[src/rtl/rounding_unit_arbiter.sv]
// Round-robin arbiter sharing one rounding_unit among NUM_REQ normalizing datapaths.
// S1 registers drive the rounding_unit; S2 captures its result with tag and source for downstream.
module rounding_unit_arbiter #(
    parameter int  NUM_REQ   = 3,
    parameter int  TAG_WIDTH = 4,
    localparam int SRC_W     = $clog2(NUM_REQ)
) (
    input  logic                           clk_i,
    input  logic                           reset_n_i,
    input  logic                           flush_i,
    input  logic [NUM_REQ-1:0]             req_valid_i,
    output logic [NUM_REQ-1:0]             req_ready_o,
    input  logic [NUM_REQ-1:0]             req_normalize_i,
    input  logic [NUM_REQ-1:0]             req_rounding_mode_i,
    input  logic [2*NUM_REQ-1:0]           req_sticky_bit_select_i,
    input  logic [10*NUM_REQ-1:0]          req_exponent_i,
    input  logic [49*NUM_REQ-1:0]          req_fraction_i,
    input  logic [27*NUM_REQ-1:0]          req_remainder_i,
    input  logic [TAG_WIDTH*NUM_REQ-1:0]   req_tag_i,
    output logic                           ru_normalize_o,
    output logic                           ru_rounding_mode_o,
    output logic [1:0]                     ru_sticky_bit_select_o,
    output logic [9:0]                     ru_normalized_exponent_o,
    output logic [48:0]                    ru_normalized_fraction_o,
    output logic [26:0]                    ru_remainder_o,
    input  logic [9:0]                     ru_result_exponent_i,
    input  logic [31:0]                    ru_result_fraction_i,
    output logic                           out_valid_o,
    input  logic                           out_ready_i,
    output logic [9:0]                     out_exponent_o,
    output logic [31:0]                    out_fraction_o,
    output logic [TAG_WIDTH-1:0]           out_tag_o,
    output logic [SRC_W-1:0]               out_source_o
);

    typedef struct packed {
        logic                 normalize;
        logic                 rmode;
        logic [1:0]           sticky;
        logic [9:0]           exp;
        logic [48:0]          frac;
        logic [26:0]          rem;
        logic [TAG_WIDTH-1:0] tag;
        logic [SRC_W-1:0]     src;
    } s1_t;

    typedef struct packed {
        logic [9:0]           exp;
        logic [31:0]          frac;
        logic [TAG_WIDTH-1:0] tag;
        logic [SRC_W-1:0]     src;
    } s2_t;

    s1_t              cand [NUM_REQ];
    s1_t              s1_q, s1_d;
    s2_t              s2_q, s2_d;
    logic             s1_valid_q, s1_valid_d;
    logic             out_valid_q, out_valid_d;
    logic [SRC_W-1:0] rr_ptr_q, rr_ptr_d;
    logic [SRC_W-1:0] grant_idx;
    logic             grant_any, grant_vld;
    logic             s1_free, s2_free;

    for (genvar g = 0; g < NUM_REQ; g++) begin : g_unpack
        assign cand[g] = {req_normalize_i[g], req_rounding_mode_i[g],
                          req_sticky_bit_select_i[2*g +: 2], req_exponent_i[10*g +: 10],
                          req_fraction_i[49*g +: 49], req_remainder_i[27*g +: 27],
                          req_tag_i[TAG_WIDTH*g +: TAG_WIDTH], SRC_W'(g)};
    end

    assign s2_free   = !out_valid_q || out_ready_i;
    assign s1_free   = !s1_valid_q || s2_free;
    assign grant_vld = grant_any && s1_free && !flush_i;

    // Search starts just after the last winner; pos stays below NUM_REQ so no
    // out-of-range requester slice is ever selected.
    always_comb begin
        int pos;
        pos       = 0;
        grant_any = 1'b0;
        grant_idx = '0;
        for (int k = 1; k <= NUM_REQ; k++) begin
            pos = int'(rr_ptr_q) + k;
            if (pos >= NUM_REQ) pos = pos - NUM_REQ;
            if (!grant_any && req_valid_i[SRC_W'(pos)]) begin
                grant_any = 1'b1;
                grant_idx = SRC_W'(pos);
            end
        end
    end

    always_comb begin
        req_ready_o = '0;
        if (grant_vld) req_ready_o[grant_idx] = 1'b1;
    end

    always_comb begin
        s1_d        = s1_q;
        s2_d        = s2_q;
        s1_valid_d  = s1_valid_q;
        out_valid_d = out_valid_q;
        rr_ptr_d    = rr_ptr_q;
        if (flush_i) begin
            s1_valid_d  = 1'b0;
            out_valid_d = 1'b0;
        end else begin
            if (s2_free) begin
                out_valid_d = s1_valid_q;
                if (s1_valid_q) s2_d = {ru_result_exponent_i, ru_result_fraction_i, s1_q.tag, s1_q.src};
            end
            if (s1_free) begin
                s1_valid_d = grant_vld;
                if (grant_vld) begin
                    s1_d     = cand[grant_idx];
                    rr_ptr_d = grant_idx;
                end
            end
        end
    end

    always_ff @(posedge clk_i or negedge reset_n_i) begin
        if (!reset_n_i) begin
            s1_q        <= '0;
            s2_q        <= '0;
            s1_valid_q  <= 1'b0;
            out_valid_q <= 1'b0;
            rr_ptr_q    <= SRC_W'(NUM_REQ - 1);
        end else begin
            s1_q        <= s1_d;
            s2_q        <= s2_d;
            s1_valid_q  <= s1_valid_d;
            out_valid_q <= out_valid_d;
            rr_ptr_q    <= rr_ptr_d;
        end
    end

    assign ru_normalize_o           = s1_q.normalize;
    assign ru_rounding_mode_o       = s1_q.rmode;
    assign ru_sticky_bit_select_o   = s1_q.sticky;
    assign ru_normalized_exponent_o = s1_q.exp;
    assign ru_normalized_fraction_o = s1_q.frac;
    assign ru_remainder_o           = s1_q.rem;
    assign out_valid_o              = out_valid_q;
    assign out_exponent_o           = s2_q.exp;
    assign out_fraction_o           = s2_q.frac;
    assign out_tag_o                = s2_q.tag;
    assign out_source_o             = s2_q.src;

endmodule

[config.mk]
export PLATFORM = sky130hd
export DESIGN_NAME = rounding_unit_arbiter
export DESIGN_NICKNAME = d
export VERILOG_FILES = /design/src/rtl/rounding_unit_arbiter.sv
export SDC_FILE = /design/constraint.sdc
export NUM_CORES = 1
export LEC_CHECK = 0
export BUFFER_PORTS_ARGS = -buffer_cell sky130_fd_sc_hd__buf_4
export CORE_AREA = 5 5 180 182
export CTS_BUF_LIST = sky130_fd_sc_hd__clkbuf_8
export CTS_CLUSTER_DIAMETER = 100
export DETAILED_ROUTE_END_ITERATION = 6
export DIE_AREA = 0 0 185 187
export GPL_TIMING_DRIVEN = 0
export SLEW_MARGIN = 20
export SYNTH_ARGS = -nofsm -noshare
export SYNTH_HDL_FRONTEND = slang
export SYNTH_SLANG_ARGS = --single-unit
[constraint.sdc]
create_clock -name clk_i -period 2.2 [get_ports clk_i]
set_input_delay 0.22 -clock clk_i [delete_from_list [all_inputs] [get_ports clk_i]]
set_output_delay 0.22 -clock clk_i [all_outputs]
set_load 0.005 [all_outputs]
### Word-level counts from Yosys, hierarchy flattened

Index checks and enable logic that the tools add are counted.

* bits in latches: 0
* memories: 0
* memory bits (read-only): 0
* memory bits (writable): 0
* bits in registers: 148
* word-level logic and storage cells: 76

* multiplexer cells: 28
* bitwise gates (word level): 2
* shifts and indexed selects: 0
* reduce and logical (&&, ||, !) cells: 16
* magnitude comparators: 9
* $mul: 0
* equality and inequality tests: 0
* div/mod/pow operators: 0
* $add $sub $neg: 6

Operators by type and width (number)
* $bmux W96 S2: 1
* $mux W96: 2
* $mux W1: 14
* $lt A2 B4 Y1 const B: 3
* $mux W2: 6
* $ge A3 B2 Y1 const B: 3
* $add A2 B2 Y3 const B: 2
* $bmux W1 S2: 3
* $reduce_and A3 Y1: 2
* $sub A2 B2 Y2 const B: 3
* $logic_and A1 B1 Y1: 5
* $logic_not A1 Y1: 5
* $reduce_bool A2 Y1: 2
* $add A2 B1 Y3 const B: 1
* $ge A3 B3 Y1 const B: 1
* $lt A2 B3 Y1 const B: 1
* $mux W3: 1
* $not A2 Y3: 1
* $demux W1 S2: 1
* $ge A2 B1 Y1 const B: 1
* $logic_or A1 B1 Y1: 2
* $not A1 Y1: 1

### Longest topological paths before layout

Gate-level depths: netlist of run 1.

* word-level depth: 18
* depth in mapped cells: 10
* depth with buffers taken out: 7

### Least setup slack after synthesis of run 1

Ideal clock, no wire load.

* path type: reg-to-reg
* start point: register rr_ptr_q[1]
* end point: register s1_q, in the netlist ru_normalized_fraction_o[10]
* clock period less this slack: 2.384 ns
* library setup time: 0.135 ns
* data required time: 2.065 ns
* cell stages (with the launch flop): 10
* setup slack: -0.184 ns
* data arrival time: 2.250 ns
* path buffers: 3
* path through: dfstp_2 inv_1 ha_1 buf_4 mux2i_1 nor2_1 o31ai_2 buf_2 clkbuf_1 o31ai_1

* word-level cells in the longest chain between the ends: 17
* elaborated cells between the ends (all ways): 38
* classes of those cells: 6 x add/sub; 3 x order compare; 21 x mux; 1 x bitwise; 7 x reduce/logical

RTL lines
* start: declaration: line 59 `logic [SRC_W-1:0] rr_ptr_q, rr_ptr_d;`
* start signal: assignment: line 127 `rr_ptr_q <= SRC_W'(NUM_REQ - 1);`
* start signal: assignment: line 133 `rr_ptr_q <= rr_ptr_d;`
* $add A2 B1 Y3: line 83 `pos = int'(rr_ptr_q) + k;`
* $ge A3 B2 Y1 or $sub A2 B2 Y2 (tied branches): line 84 `if (pos >= NUM_REQ) pos = pos - NUM_REQ;`
* $mux W2: line 84
* $bmux W1 S2: line 85 `if (!grant_any && req_valid_i[SRC_W'(pos)]) begin`
* $mux W1 (not written as such) (2 in series): line 85
* $mux W1: line 85
* $logic_not A1 Y1: line 85
* $logic_and A1 B1 Y1: line 85
* $mux W1: line 85
* $logic_not A1 Y1: line 85
* $logic_and A1 B1 Y1: line 85
* $mux W2: line 85
* $not A2 Y3 (not written as such): line 114 `s1_d = cand[grant_idx];`
* $bmux W96 S2: line 114
* $mux W96 (not written as such) (2 in series): line 114
* end signal: assignment: line 123 `s1_q <= '0;`
* end signal: assignment: line 129 `s1_q <= s1_d;`
* end: declaration: line 55 `s1_t s1_q, s1_d;`

Several ways; a longest one is shown, not always the timed one. The select of a mux whose other input is x is not followed.
A chain may end at the register's enable or synchronous reset.

### Final worst setup path of run 1

* start point: register rr_ptr_q[1]
* end point: output req_ready_o[1]

* word-level cells in the longest chain between the ends: 18
* elaborated cells between the ends (all ways): 39
* classes of those cells: 6 x add/sub; 5 x order compare; 21 x mux; 7 x reduce/logical

RTL lines
* $add A2 B1 Y3: line 83
* $ge A3 B2 Y1 or $sub A2 B2 Y2 (tied branches): line 84
* $mux W2: line 84
* $bmux W1 S2: line 85
* $mux W1 (not written as such) (2 in series): line 85
* $mux W1: line 85
* $logic_not A1 Y1: line 85
* $logic_and A1 B1 Y1: line 85
* $mux W1: line 85
* $logic_not A1 Y1: line 85
* $logic_and A1 B1 Y1: line 85
* $mux W2: line 85
* $lt A2 B3 Y1 (not written as such) or $ge A2 B1 Y1 (tied branches): line 94 `if (grant_vld) req_ready_o[grant_idx] = 1'b1;`
* $logic_and A1 B1 Y1 (not written as such): line 94
* $mux W1 (not written as such): line 94
* $demux W1 S2: line 94
* $mux W3 *: line 94
* end: declaration: line 12 `output logic [NUM_REQ-1:0] req_ready_o,`

Every way passes the cells marked *; elsewhere a longest branch is shown, timed or not. The select of a mux whose other input is x is not followed.

==> results of run 1 <==
## metrics by stage
step / setup TNS [ns] / hold slack [ns] / util / cell area (µm²) / total power, µW
5_1_grt: -42.22 / 0.0200 / 0.541 / 16500 / 29900
3_3_place_gp: -48.68 / 0.400 / 0.424 / 12900 / 18700
6_report: -31.70 / 0.0664 / 0.541 / 16500 / 28200
2_1_floorplan: 0 / -0.0756 / - / 8860 / 13500
4_1_cts: -31.23 / 0.00839 / 0.494 / 15000 / 24300
3_5_place_dp: -49.38 / 0.293 / 0.425 / 12900 / 18900
## flip-flops by register name, summed over array words and instances, names as in the netlist
signal                    cells
out_exponent_o               10
out_source_o                  2
out_fraction_o               32
ru_normalize_o                1
s1_valid_q                    1
ru_remainder_o               27
out_valid_o                   1
ru_sticky_bit_select_o        2
ru_rounding_mode_o            1
rr_ptr_q                      2
ru_normalized_exponent_o     10
ru_normalized_fraction_o     49
s1_q                          6
out_tag_o                     4
## cells by family after synthesis
kind of cell / Yosys count / share of synthesized area
multiplexers: 51 / 0.0648
buffers and inverters: 170 / 0.123
adder cells (fa/ha/maj): 4 / 0.00567
AO/OA/AOI/OAI: 207 / 0.227
AND/OR/NAND/NOR: 304 / 0.160
flip-flops: 148 / 0.420
## per-layer routing
layer | track usage | vias to the layer above
met1 | 0.248 | 4519
met2 | 0.369 | 354
met3 | 0.0597 | 50
li1 | - | 4276
met4 | 0.0573 | 0
met5 | 0 | -
## worst paths after layout
check	endpoint	start	cells after the start
setup reg to reg	ru_normalized_fraction_o[35]	rr_ptr_q[1]	14
hold / removal	ru_remainder_o[3]	req_remainder_i[57]	3
max in group asynchronous	ru_normalized_fraction_o[12]	reset_n_i	3
setup / recovery	req_ready_o[1]	rr_ptr_q[1]	8
min in group asynchronous	out_fraction_o[30]	reset_n_i	2
hold reg to reg	ru_normalized_fraction_o[48]	ru_normalized_fraction_o[48]	2
## cell usage after synthesis (2+ instances only)
master	instances
clkbuf_1	32
nor3_1	3
a221oi_1	45
and2_1	94
o31ai_1	94
nand3b_1	2
inv_1	4
mux2_2	49
buf_4	93
buf_2	33
nand2b_1	2
buf_6	7
a21o_1	3
ha_1	4
nor2_1	98
a221oi_2	50
mux2i_1	2
nor2b_1	3
nand2_1	98
a21oi_1	3
o21ai_0	2
dfrtp_1	147
## area by class of cell
| type | instances | area (µm²) | area share |
|---|---|---|---|
| multi-input cells | 566 | 5700 | 0.346 |
| repair buffers | 561 | 4760 | 0.289 |
| flip-flops and latches | 148 | 3710 | 0.225 |
| plain buffers | 162 | 1400 | 0.0851 |
| well taps | 396 | 495 | 0.0301 |
| clock buffers | 17 | 234 | 0.0142 |
| clock inverters | 15 | 155 | 0.00942 |
| inverters | 4 | 15.0 | 0.000911 |
| diodes | 1 | 2.50 | 0.000152 |
## where the power goes
part           switching, µW  internal (µW)  total [µW]
combinational          10200          10700       20800
sequential              1050           4140        5190
clock                   1330            858        2190
total                  12500          15700       28200
## worst max-delay path, stage by stage (launching register included)
cell       delay (ns)
dfstp_2          0.57
inv_2            0.06
ha_4             0.30
buf_8            0.13
nand4b_1         0.14
a22o_4           0.31
clkbuf_16        0.15
nor3_4           0.20
buf_6            0.13
## repair_timing
action,CTS,global route
endpoints found under the hold margin,130,0
setup buffers,25,7
resized for setup,223,241
gates cloned,9,5
hold buffers,44,0
setup endpoints to repair,101,121
pin swaps,62,50
==> metrics.txt, run 1 <==
# TYPE chip_impl_metric gauge
chip_impl_metric{name="final_antenna_net_count",unit=""} 0
chip_impl_info{name="root_buffer_cell",value="clkbuf_8"} 1
chip_impl_metric{name="post-route-period-util",unit=""} 1.21
chip_impl_metric{name="grt_use_total",unit=""} 0.209
chip_impl_metric{name="worstPathArrival",unit="ns"} 2.43
chip_impl_info{name="synth_area_leader_cell",value="dfrtp_1"} 1
chip_impl_metric{name="pre_cts_slack",unit="ns"} -0.592
chip_impl_metric{name="core_area",unit="µm²"} 30400
chip_impl_metric{name="cts-buffers-inserted",unit=""} 17
chip_impl_metric{name="cp_max_fo",unit=""} 8
chip_impl_metric{name="cts.reportedPaths.clkPinSlew",unit="ns"} 0.12
chip_impl_info{name="rsz0062_at_grt",value="yes"} 1
chip_impl_info{name="synthFlopType",value="dfrtp_1"} 1
chip_impl_metric{name="setup_viol",unit=""} 101
chip_impl_metric{name="die_area",unit="µm²"} 34600
chip_impl_info{name="critical_path_class",value="flip-flop to output pin"} 1
chip_impl_metric{name="clockBufferDepth",unit=""} 2
chip_impl_metric{name="yosys_warnings",unit=""} 0
chip_impl_info{name="final_cell_mix",value="buf_4 (580), dfrtp_1 (146), nor2_1 (96)"} 1
chip_impl_metric{name="maxSlewHeadroom",unit=""} 0.527
chip_impl_metric{name="instances_no_fill",unit=""} 1870
chip_impl_metric{name="synth-edff-count",unit=""} 0
chip_impl_metric{name="finalClockSkew",unit="ns"} 0.0223
chip_impl_info{name="maxUsedRoutingLayer",value="met4"} 1
chip_impl_info{name="ranking_of_synthesized_cells_by_area",value="dfrtp_1 (42%), a221oi_2 (8.5%), o31ai_1 (8.0%)"} 1
chip_impl_metric{name="m1WireLength",unit="mm"} 15.1
chip_impl_metric{name="fillers",unit=""} 2735
chip_impl_metric{name="layout.nets",unit=""} 1795
chip_impl_metric{name="vdd_drop_max",unit="V"} 0.00105
chip_impl_metric{name="areaGrowthSynthToFinish",unit="%"} 86.7
chip_impl_metric{name="synthDistinctLibCells",unit=""} 38
chip_impl_metric{name="worst_slew_pin_slew",unit="ns"} 0.710
chip_impl_metric{name="area_share_of_the_largest_cell_type_after_synthesis",unit=""} 0.417
chip_impl_metric{name="vias_per_cell",unit=""} 4.92
chip_impl_metric{name="synthCells",unit=""} 884
chip_impl_info{name="cp-start-kind",value="flip-flop"} 1
chip_impl_metric{name="wl_met2",unit="mm"} 20.1
chip_impl_metric{name="syn_area_per_cell",unit="µm²"} 9.98
chip_impl_metric{name="leakagePower",unit="µW"} 0.00762
chip_impl_metric{name="p_per_area",unit="nW/µm²"} 1710
chip_impl_metric{name="synth.cell_area",unit="µm²"} 8820
chip_impl_metric{name="detailedRoute.firstPassIterationCount",unit=""} 5
chip_impl_metric{name="synth.ff_latch_count",unit=""} 148
chip_impl_metric{name="setup.reg_to_reg.worst_slack",unit="ns"} -0.40
chip_impl_metric{name="top_level_ports",unit=""} 473
chip_impl_metric{name="required_time_at_the_worst_slack_endpoint",unit="ns"} 1.98
chip_impl_metric{name="drc_marker_count_from_the_first_detailed_route_iteration",unit=""} 305
chip_impl_metric{name="seq_area_frac_synth",unit=""} 0.420
chip_impl_metric{name="finalWorstPathRequiredPeriod",unit="ns"} 2.65
chip_impl_metric{name="final_layout_size_suffix_gt1_frac",unit=""} 0.684
chip_impl_metric{name="dr_total_vias",unit=""} 9199
chip_impl_info{name="outcome",value="complete, but fails checks"} 1
chip_impl_metric{name="postSynth.asyncResetShare",unit=""} 1.00
chip_impl_metric{name="post-route-worst-setup-slack",unit="ns"} -0.455
chip_impl_metric{name="grt_first_pass_wirelength",unit="mm"} 56.9
chip_impl_metric{name="die_width",unit="µm"} 185
chip_impl_metric{name="post-route-drc-count",unit=""} 0
chip_impl_metric{name="wirelength",unit="mm"} 39.0
chip_impl_metric{name="cts.sink_count",unit=""} 148
chip_impl_info{name="clock_tree_from_tritoncts",value="done"} 1
chip_impl_info{name="failed_checks",value="negative setup slack"} 1
chip_impl_metric{name="globalplace.congestion",unit=""} 0.857
chip_impl_metric{name="htreeDepth",unit=""} 4
chip_impl_metric{name="wl_met3",unit="mm"} 2.91
chip_impl_metric{name="grt_remaining_overflow",unit=""} 0
chip_impl_metric{name="grt_pass1_vias",unit=""} 9833
chip_impl_info{name="worstHoldPathType",value="input pin to flip-flop"} 1
chip_impl_metric{name="antenna_found_initial",unit=""} 0
chip_impl_metric{name="wl_per_cell",unit="µm"} 20.9
chip_impl_metric{name="starting_density",unit=""} 0.290
chip_impl_metric{name="std_cell_rows",unit=""} 64
chip_impl_metric{name="clk_latency",unit="ns"} 0.46
chip_impl_info{name="layout.cells.most_common",value="buf_4"} 1
chip_impl_metric{name="port_buffers",unit=""} 472
chip_impl_metric{name="timing.final.hold_violations",unit=""} 0
chip_impl_metric{name="placed_cells_incl_taps",unit=""} 1753
chip_impl_metric{name="synth_fp_nets",unit=""} 1219
chip_impl_metric{name="fmax",unit="MHz"} 377
chip_impl_metric{name="grt_start_max_net_pins",unit=""} 89
chip_impl_metric{name="timing.max_cap.violations",unit=""} 0
chip_impl_info{name="setup.worst_path.end_class",value="output pin"} 1
chip_impl_metric{name="dieHeight",unit="µm"} 187
chip_impl_metric{name="slew_limit_fails",unit=""} 0
chip_impl_metric{name="place_hpwl",unit="mm"} 28.2
(Power assumes the default switching activity.)
==> inputs of run 2 (changes only) <==
--- a/config.mk
+++ b/config.mk
@@ -5,13 +5,14 @@
 export SDC_FILE = /design/constraint.sdc
 export NUM_CORES = 1
 export LEC_CHECK = 0
-export BUFFER_PORTS_ARGS = -buffer_cell sky130_fd_sc_hd__buf_4
+export BUFFER_PORTS_ARGS = -buffer_cell sky130_fd_sc_hd__clkbuf_2
 export CORE_AREA = 5 5 180 182
 export CTS_BUF_LIST = sky130_fd_sc_hd__clkbuf_8
 export CTS_CLUSTER_DIAMETER = 100
 export DETAILED_ROUTE_END_ITERATION = 6
 export DIE_AREA = 0 0 185 187
 export GPL_TIMING_DRIVEN = 0
+export RECOVER_POWER = 25
 export SLEW_MARGIN = 20
 export SYNTH_ARGS = -nofsm -noshare
 export SYNTH_HDL_FRONTEND = slang
==> run 2 against run 1 <==
The run still ends with negative setup slack left. First-iteration DRC count is 6.9% higher. Global-route usage is 0.077 points higher. Routed wire length is 1.5% lower. Setup slack worse by 0.017 ns. Largest cell class is now multi-input combinational cells. Clock power is 4% lower. Critical path depth is 1 higher. Sequential share of layout area is 1.0 points higher. Non-clock buffer count is 29 higher. Via count is 1.3% higher. Critical path type unchanged. Register-to-register slack worse by 0.03 ns.
==> metrics.txt, run 2 (synthesis results as in run 1) <==
# TYPE chip_impl_metric gauge
chip_impl_info{name="layout.cells.most_common",value="clkbuf_2"} 1
chip_impl_info{name="cp-start-kind",value="flip-flop"} 1
chip_impl_metric{name="detailedRoute.firstPassIterationCount",unit=""} 4
chip_impl_metric{name="setup_tns_final",unit="ns"} -36.67
chip_impl_info{name="r2r_end",value="ru_normalized_fraction_o[12]"} 1
chip_impl_info{name="outcome",value="complete, but fails checks"} 1
chip_impl_metric{name="required_time_at_the_worst_slack_endpoint",unit="ns"} 1.98
chip_impl_info{name="worstPathCellList",value="inv_2 -> ha_4 -> buf_6 -> inv_4 -> a31o_1 -> a22o_4 -> clkbuf_16 -> nor3_4 -> buf_2"} 1
chip_impl_metric{name="fillers",unit=""} 2724
chip_impl_metric{name="finalClockSkew",unit="ns"} 0.0316
chip_impl_info{name="worstHoldPathType",value="input pin to flip-flop"} 1
chip_impl_metric{name="grt_use_met1",unit=""} 0.248
chip_impl_metric{name="slew_limit_fails",unit=""} 0
chip_impl_metric{name="clk_latency",unit="ns"} 0.46
chip_impl_metric{name="timing.max_cap.violations",unit=""} 0
chip_impl_metric{name="cp_max_fo",unit=""} 6
chip_impl_metric{name="layout.nets",unit=""} 1824
chip_impl_info{name="setup.worst_path.end_class",value="output pin"} 1
chip_impl_metric{name="p_per_area",unit="nW/µm²"} 1850
chip_impl_metric{name="grt_remaining_overflow",unit=""} 0
chip_impl_info{name="min-delay-start",value="req_remainder_i[67]"} 1
chip_impl_metric{name="dr_total_vias",unit=""} 9320
chip_impl_info{name="critical-path-top-delay-family",value="flip-flops"} 1
chip_impl_metric{name="grt_util_met2",unit=""} 0.375
chip_impl_metric{name="cp_slowest_stage_delay",unit="ns"} 0.55
chip_impl_metric{name="combined_buffer_and_inverter_count_along_the_critical_path",unit=""} 5
chip_impl_metric{name="vdd_drop_max",unit="V"} 0.00150
chip_impl_metric{name="reg2regPathDepth",unit=""} 12
chip_impl_metric{name="setup.reg_to_reg.worst_slack",unit="ns"} -0.43
chip_impl_metric{name="leakagePower",unit="µW"} 0.00739
chip_impl_metric{name="cts.sink_count",unit=""} 148
chip_impl_metric{name="areaGrowthSynthToFinish",unit="%"} 78.5
chip_impl_metric{name="largest_register_ffs",unit=""} 49
chip_impl_metric{name="finalWorstPathRequiredPeriod",unit="ns"} 2.67
chip_impl_metric{name="globalplace.congestion",unit=""} 0.868
chip_impl_metric{name="wl_per_cell",unit="µm"} 20.2
chip_impl_metric{name="grt_first_pass_wirelength",unit="mm"} 56.9
chip_impl_metric{name="worstPathArrival",unit="ns"} 2.45
chip_impl_metric{name="cts-buffers-inserted",unit=""} 17
chip_impl_metric{name="final_layout_size_suffix_gt1_frac",unit=""} 0.648
chip_impl_metric{name="worst_slew_pin_slew",unit="ns"} 1.22
chip_impl_info{name="root_buffer_cell",value="clkbuf_8"} 1
chip_impl_metric{name="die_width",unit="µm"} 185
chip_impl_info{name="critical_path_class",value="flip-flop to output pin"} 1
chip_impl_info{name="r2r_start",value="rr_ptr_q[1]"} 1
chip_impl_metric{name="grt_start_max_net_pins",unit=""} 85
chip_impl_info{name="failed_checks",value="negative setup slack"} 1
chip_impl_metric{name="drc_marker_count_from_the_first_detailed_route_iteration",unit=""} 326
chip_impl_metric{name="instances_no_fill",unit=""} 1898
chip_impl_metric{name="place_hpwl",unit="mm"} 26.9
chip_impl_metric{name="post-route-period-util",unit=""} 1.21
chip_impl_metric{name="placed_cells_incl_taps",unit=""} 1753
chip_impl_metric{name="maxSlewHeadroom",unit=""} 0.187
chip_impl_metric{name="setup_viol",unit=""} 101
chip_impl_metric{name="grt_pass1_vias",unit=""} 10100
chip_impl_info{name="grt_most_used_layer",value="met2"} 1
chip_impl_metric{name="top_level_ports",unit=""} 473
chip_impl_metric{name="vias_per_cell",unit=""} 4.91
chip_impl_info{name="final_cell_mix",value="clkbuf_2 (476), dfrtp_1 (146), buf_4 (110)"} 1
chip_impl_metric{name="grt_use_total",unit=""} 0.210
chip_impl_metric{name="post-route-worst-setup-slack",unit="ns"} -0.472
chip_impl_metric{name="std_cell_rows",unit=""} 64
chip_impl_metric{name="timing.final.hold_violations",unit=""} 0
chip_impl_metric{name="core_area",unit="µm²"} 30400
chip_impl_metric{name="clockBufferDepth",unit=""} 2
chip_impl_info{name="rsz0062_at_grt",value="yes"} 1
chip_impl_metric{name="htreeDepth",unit=""} 4
chip_impl_metric{name="dieHeight",unit="µm"} 187
chip_impl_info{name="clock_tree_from_tritoncts",value="done"} 1
chip_impl_info{name="min_delay_endpoint",value="ru_remainder_o[13]"} 1
chip_impl_metric{name="fmax",unit="MHz"} 374
chip_impl_metric{name="wirelength",unit="mm"} 38.4
chip_impl_metric{name="antenna_cells",unit=""} 0
chip_impl_metric{name="post-route-drc-count",unit=""} 0
chip_impl_metric{name="die_area",unit="µm²"} 34600
chip_impl_metric{name="min_path_cells",unit=""} 3
chip_impl_metric{name="port_buffers",unit=""} 472
chip_impl_metric{name="starting_density",unit=""} 0.290
chip_impl_metric{name="final_antenna_net_count",unit=""} 0
chip_impl_metric{name="cts.reportedPaths.clkPinSlew",unit="ns"} 0.11
chip_impl_metric{name="antenna_found_initial",unit=""} 0
chip_impl_metric{name="globalRouteMet3Util",unit=""} 0.0488
chip_impl_info{name="critPathSlowestCell",value="dfstp_2"} 1
## run 2: changes by cell type in the layout (fill, tap and decap cells not counted), sizes merged
| cell | change |
|---|---|
| clkbuf | +475 |
| bufbuf | +1 |
| dlygate4sd3 | +4 |
| buf | -451 |
| diode | -1 |
| inv | -2 |
| clkinv | +2 |
## run 2: cell type report
cell class              instances  area [µm²]  share of cell area
multi-input cells             566        5650               0.359
repair buffers                589        4010               0.255
flip-flops and latches        148        3710               0.235
plain buffers                 163        1490              0.0944
well taps                     396         495              0.0315
clock buffers                  17         234              0.0149
clock inverters                15         144             0.00913
inverters                       4        20.0             0.00127
## run 2: timing repair
item	4_1_cts	5_1_grt
pin swaps	94	52
resized for setup	330	83
endpoints found under the hold margin	130	0
cloned	20	0
buffers inserted	42	9
hold buffers	48	0
setup endpoints to repair	101	103
## run 2: worst max-delay path by stage
stage	depth (start not counted)	slack (ns)	endpoint	from
finish	9	-0.47	req_ready_o[1]	rr_ptr_q[1]
global route	9	-0.57	req_ready_o[1]	rr_ptr_q[1]
CTS	9	-0.48	req_ready_o[0]	rr_ptr_q[1]
detailed placement	8	-0.71	ru_normalized_exponent_o[0]	rr_ptr_q[0]
global placement	1	-1.88	ru_remainder_o[15]	reset_n_i
floorplan	9	0.01	ru_normalized_fraction_o[10]	rr_ptr_q[1]
## run 2: tightest hold or removal path, stage by stage
cell and delay (ns):
clkbuf_2 0.08, nor2_1 0.09, o31ai_1 0.07
## run 2: routing by layer
layer | up-vias | wire, µm
li1 | 4340 | -
met3 | 58 | 2590
met5 | - | 0
met1 | 4530 | 15100
met4 | 0 | 1060
met2 | 392 | 19700
## run 2: report_power, final
group	switching, µW	total (µW)	leakage, µW	internal, µW
Combinational	10900	22000	0.00541	11200
Clock	1280	2110	0.000189	833
Sequential	800	4940	0.00179	4140
Total	12900	29100	0.00739	16100
## run 2: stage by stage
step	setup slack (ns)	utilization	area, µm²	power [µW]	hold WS [ns]
final	-0.472	0.518	15800	29100	0.0295
after global routing	-0.572	0.518	15800	30700	0.0126
after CTS	-0.479	0.499	15200	27300	0.00187
after detailed placement	-0.711	0.386	11800	18000	0.323
after global placement	-1.88	0.385	11700	17800	0.423
after floorplan	0.0148	-	8860	13500	-0.0756
==> inputs of run 3 (changes only) <==
--- a/config.mk
+++ b/config.mk
@@ -17,3 +17,4 @@
 export SYNTH_ARGS = -nofsm -noshare
 export SYNTH_HDL_FRONTEND = slang
 export SYNTH_SLANG_ARGS = --single-unit
+export TNS_END_PERCENT = 1
==> constraint.sdc (replaced) <==
create_clock -name clk_i -period 3 [get_ports clk_i]
set_input_delay 0.3 -clock clk_i [delete_from_list [all_inputs] [get_ports clk_i]]
set_output_delay 0.3 -clock clk_i [all_outputs]
set_load 0.005 [all_outputs]
==> run 3 against run 2 <==
The flow finishes with violations (max-capacitance violations, max-slew violations). Via count fell by 8.5%. Utilization fell by 11 points. Final cell count fell by 5.8%. Register-to-register slack improved by 0.56 ns. Sequential share of layout area rose by 6.7 points. Sequential power fell by 28%. Total power fell by 49%. Non-clock buffer count fell by 110. Die area did not move. Clock power fell by 16%. Highest routed layer unchanged.
==> metrics.txt, run 3 (synthesis results as in run 1) <==
# TYPE chip_impl_metric gauge
chip_impl_info{name="outcome",value="complete, but fails checks"} 1
chip_impl_info{name="failed_checks",value="max-capacitance violations, max-slew violations"} 1
chip_impl_metric{name="cp_slowest_stage_delay",unit="ns"} 0.58
chip_impl_info{name="r2r_start",value="rr_ptr_q[1]"} 1
chip_impl_metric{name="grt_use_total",unit=""} 0.189
chip_impl_metric{name="timing.max_cap.violations",unit=""} 1
chip_impl_info{name="layout.cells.most_common",value="clkbuf_2"} 1
chip_impl_metric{name="htreeDepth",unit=""} 4
chip_impl_metric{name="std_cell_rows",unit=""} 64
chip_impl_metric{name="place_hpwl",unit="mm"} 27.1
chip_impl_info{name="critical_path_class",value="flip-flop to output pin"} 1
chip_impl_metric{name="die_area",unit="µm²"} 34600
chip_impl_metric{name="cts-buffers-inserted",unit=""} 17
chip_impl_metric{name="drc_marker_count_from_the_first_detailed_route_iteration",unit=""} 357
chip_impl_metric{name="leakagePower",unit="µW"} 0.00606
chip_impl_metric{name="grt_start_max_net_pins",unit=""} 87
chip_impl_metric{name="port_buffers",unit=""} 472
chip_impl_metric{name="final_antenna_net_count",unit=""} 0
chip_impl_metric{name="grt_pass1_vias",unit=""} 9016
chip_impl_metric{name="grt_first_pass_wirelength",unit="mm"} 51.4
chip_impl_metric{name="vias_per_cell",unit=""} 4.77
chip_impl_metric{name="dr_total_vias",unit=""} 8527
chip_impl_metric{name="die_width",unit="µm"} 185
chip_impl_metric{name="wirelength",unit="mm"} 34.2
chip_impl_info{name="setup.worst_path.end_class",value="output pin"} 1
chip_impl_metric{name="maxSlewHeadroom",unit=""} -0.121
chip_impl_metric{name="required_time_at_the_worst_slack_endpoint",unit="ns"} 2.70
chip_impl_metric{name="wl_per_cell",unit="µm"} 19.1
chip_impl_metric{name="post-route-period-util",unit=""} 0.956
chip_impl_metric{name="min_path_cells",unit=""} 2
chip_impl_info{name="worstHoldPathType",value="input pin to flip-flop"} 1
chip_impl_info{name="critPathSlowestCell",value="dfstp_2"} 1
chip_impl_metric{name="worst_slew_pin_slew",unit="ns"} 1.68
chip_impl_metric{name="total_power",unit="µW"} 14900
chip_impl_metric{name="instances_no_fill",unit=""} 1788
chip_impl_metric{name="grt_remaining_overflow",unit=""} 0
chip_impl_metric{name="setup_tns_final",unit="ns"} 0
chip_impl_metric{name="placed_cells_incl_taps",unit=""} 1753
chip_impl_metric{name="globalplace.congestion",unit=""} 0.893
chip_impl_metric{name="finalWorstPathRequiredPeriod",unit="ns"} 2.87
chip_impl_metric{name="antenna_cells",unit=""} 0
chip_impl_metric{name="cts.sink_count",unit=""} 148
chip_impl_info{name="final_cell_mix",value="clkbuf_2 (450), dfrtp_1 (146), nand2_1 (98)"} 1
chip_impl_metric{name="post-route-drc-count",unit=""} 0
chip_impl_metric{name="fillers",unit=""} 3159
chip_impl_metric{name="seq_area",unit="µm²"} 3710
chip_impl_metric{name="largest_register_ffs",unit=""} 49
chip_impl_metric{name="finalClockSkew",unit="ns"} 0.0197
chip_impl_metric{name="starting_density",unit=""} 0.290
chip_impl_info{name="min-delay-start",value="flush_i"} 1
chip_impl_metric{name="fmax",unit="MHz"} 349
chip_impl_metric{name="detailedRoute.firstPassIterationCount",unit=""} 5
chip_impl_metric{name="worstPathArrival",unit="ns"} 2.57
chip_impl_metric{name="top_level_ports",unit=""} 473
chip_impl_metric{name="areaGrowthSynthToFinish",unit="%"} 38.9
chip_impl_metric{name="combined_buffer_and_inverter_count_along_the_critical_path",unit=""} 4
chip_impl_metric{name="setup.reg_to_reg.worst_slack",unit="ns"} 0.13
chip_impl_metric{name="layout.nets",unit=""} 1714
chip_impl_metric{name="slew_limit_fails",unit=""} 64
chip_impl_metric{name="setup_viol",unit=""} 0
chip_impl_info{name="min_delay_endpoint",value="out_valid_o"} 1
chip_impl_metric{name="p_per_area",unit="nW/µm²"} 1220
chip_impl_metric{name="reg2regPathDepth",unit=""} 10
chip_impl_metric{name="vdd_drop_max",unit="V"} 0.000508
chip_impl_info{name="clock_tree_from_tritoncts",value="done"} 1
chip_impl_metric{name="clockBufferDepth",unit=""} 2
chip_impl_metric{name="final_layout_size_suffix_gt1_frac",unit=""} 0.532
chip_impl_metric{name="dieHeight",unit="µm"} 187
chip_impl_info{name="r2r_end",value="ru_normalized_fraction_o[5]"} 1
chip_impl_metric{name="cp_max_fo",unit=""} 10
chip_impl_metric{name="clk_latency",unit="ns"} 0.45
chip_impl_info{name="worstPathCellList",value="inv_2 -> ha_4 -> nand2b_4 -> nor2b_1 -> o221a_2 -> buf_4 -> buf_8 -> nor4_4 -> buf_2"} 1
chip_impl_metric{name="antenna_found_initial",unit=""} 0
chip_impl_metric{name="cts.reportedPaths.clkPinSlew",unit="ns"} 0.09
chip_impl_info{name="critical-path-top-delay-family",value="flip-flops"} 1
chip_impl_metric{name="core_area",unit="µm²"} 30400
chip_impl_info{name="setup_crit_start",value="rr_ptr_q[1]"} 1
chip_impl_info{name="root_buffer_cell",value="clkbuf_8"} 1
chip_impl_info{name="cp-start-kind",value="flip-flop"} 1
chip_impl_metric{name="timing.final.hold_violations",unit=""} 0
chip_impl_metric{name="multi_input_comb_area",unit="µm²"} 4140
run 3: cell types whose count changed in the layout (fill, tap and decap cells not counted), sizes merged:
cell         change
clkbuf           -8
inv              +1
buf             -54
bufbuf           -1
bufinv           +3
clkinvlp         -1
dlygate4sd3     -47
clkinv           -3
run 3: through the flow:
step                instance area (µm²)   util  hold WS, ns  worst slack, ns
finish                            12300  0.403       0.0535            0.132
global route                      12300  0.403       0.0179          -0.0113
CTS                               12200  0.402       0.0128          0.00506
detailed placement                11700  0.385        0.326          -0.0541
global placement                  11700  0.384        0.463            -1.16
floorplan                          8820      -      0.00441            0.616
run 3: cell type report:
type,instances,area share
multi-input combinational,566,0.337
clock inverter,15,0.0168
inverter,4,0.00122
buffer,165,0.0887
sequential,148,0.302
clock buffer,17,0.0191
tap,396,0.0404
timing repair buffer,477,0.194
run 3: worst max path at each step:
stage	end	cells past startpoint
after CTS	req_ready_o[0]	8
after floorplan	ru_normalized_fraction_o[10]	9
final	req_ready_o[0]	9
after global placement	ru_normalized_fraction_o[40]	1
after detailed placement	ru_normalized_fraction_o[24]	9
after global routing	ru_normalized_fraction_o[13]	10
run 3: where the power goes:
part           switching (µW)  leakage (µW)  internal [µW]  total, µW
clock network             910      0.000220            863       1770
registers                 539       0.00179           3040       3570
logic                    5310       0.00405           4280       9580
total                    6760       0.00606           8170      14900
run 3: timing repair:
item,CTS,global route
endpoints found under the hold margin,62,0
gates resized for setup,14,20
endpoints found under the setup margin,33,75
hold buffers,1,0
setup buffers,2,1
run 3: layer usage:
metal,vias up,wire [µm],global-route usage
li1,4081,-,-
met2,299,17800,0.342
met4,0,584,0.0471
met5,-,0,0
met1,4116,13700,0.228
met3,31,2110,0.0395
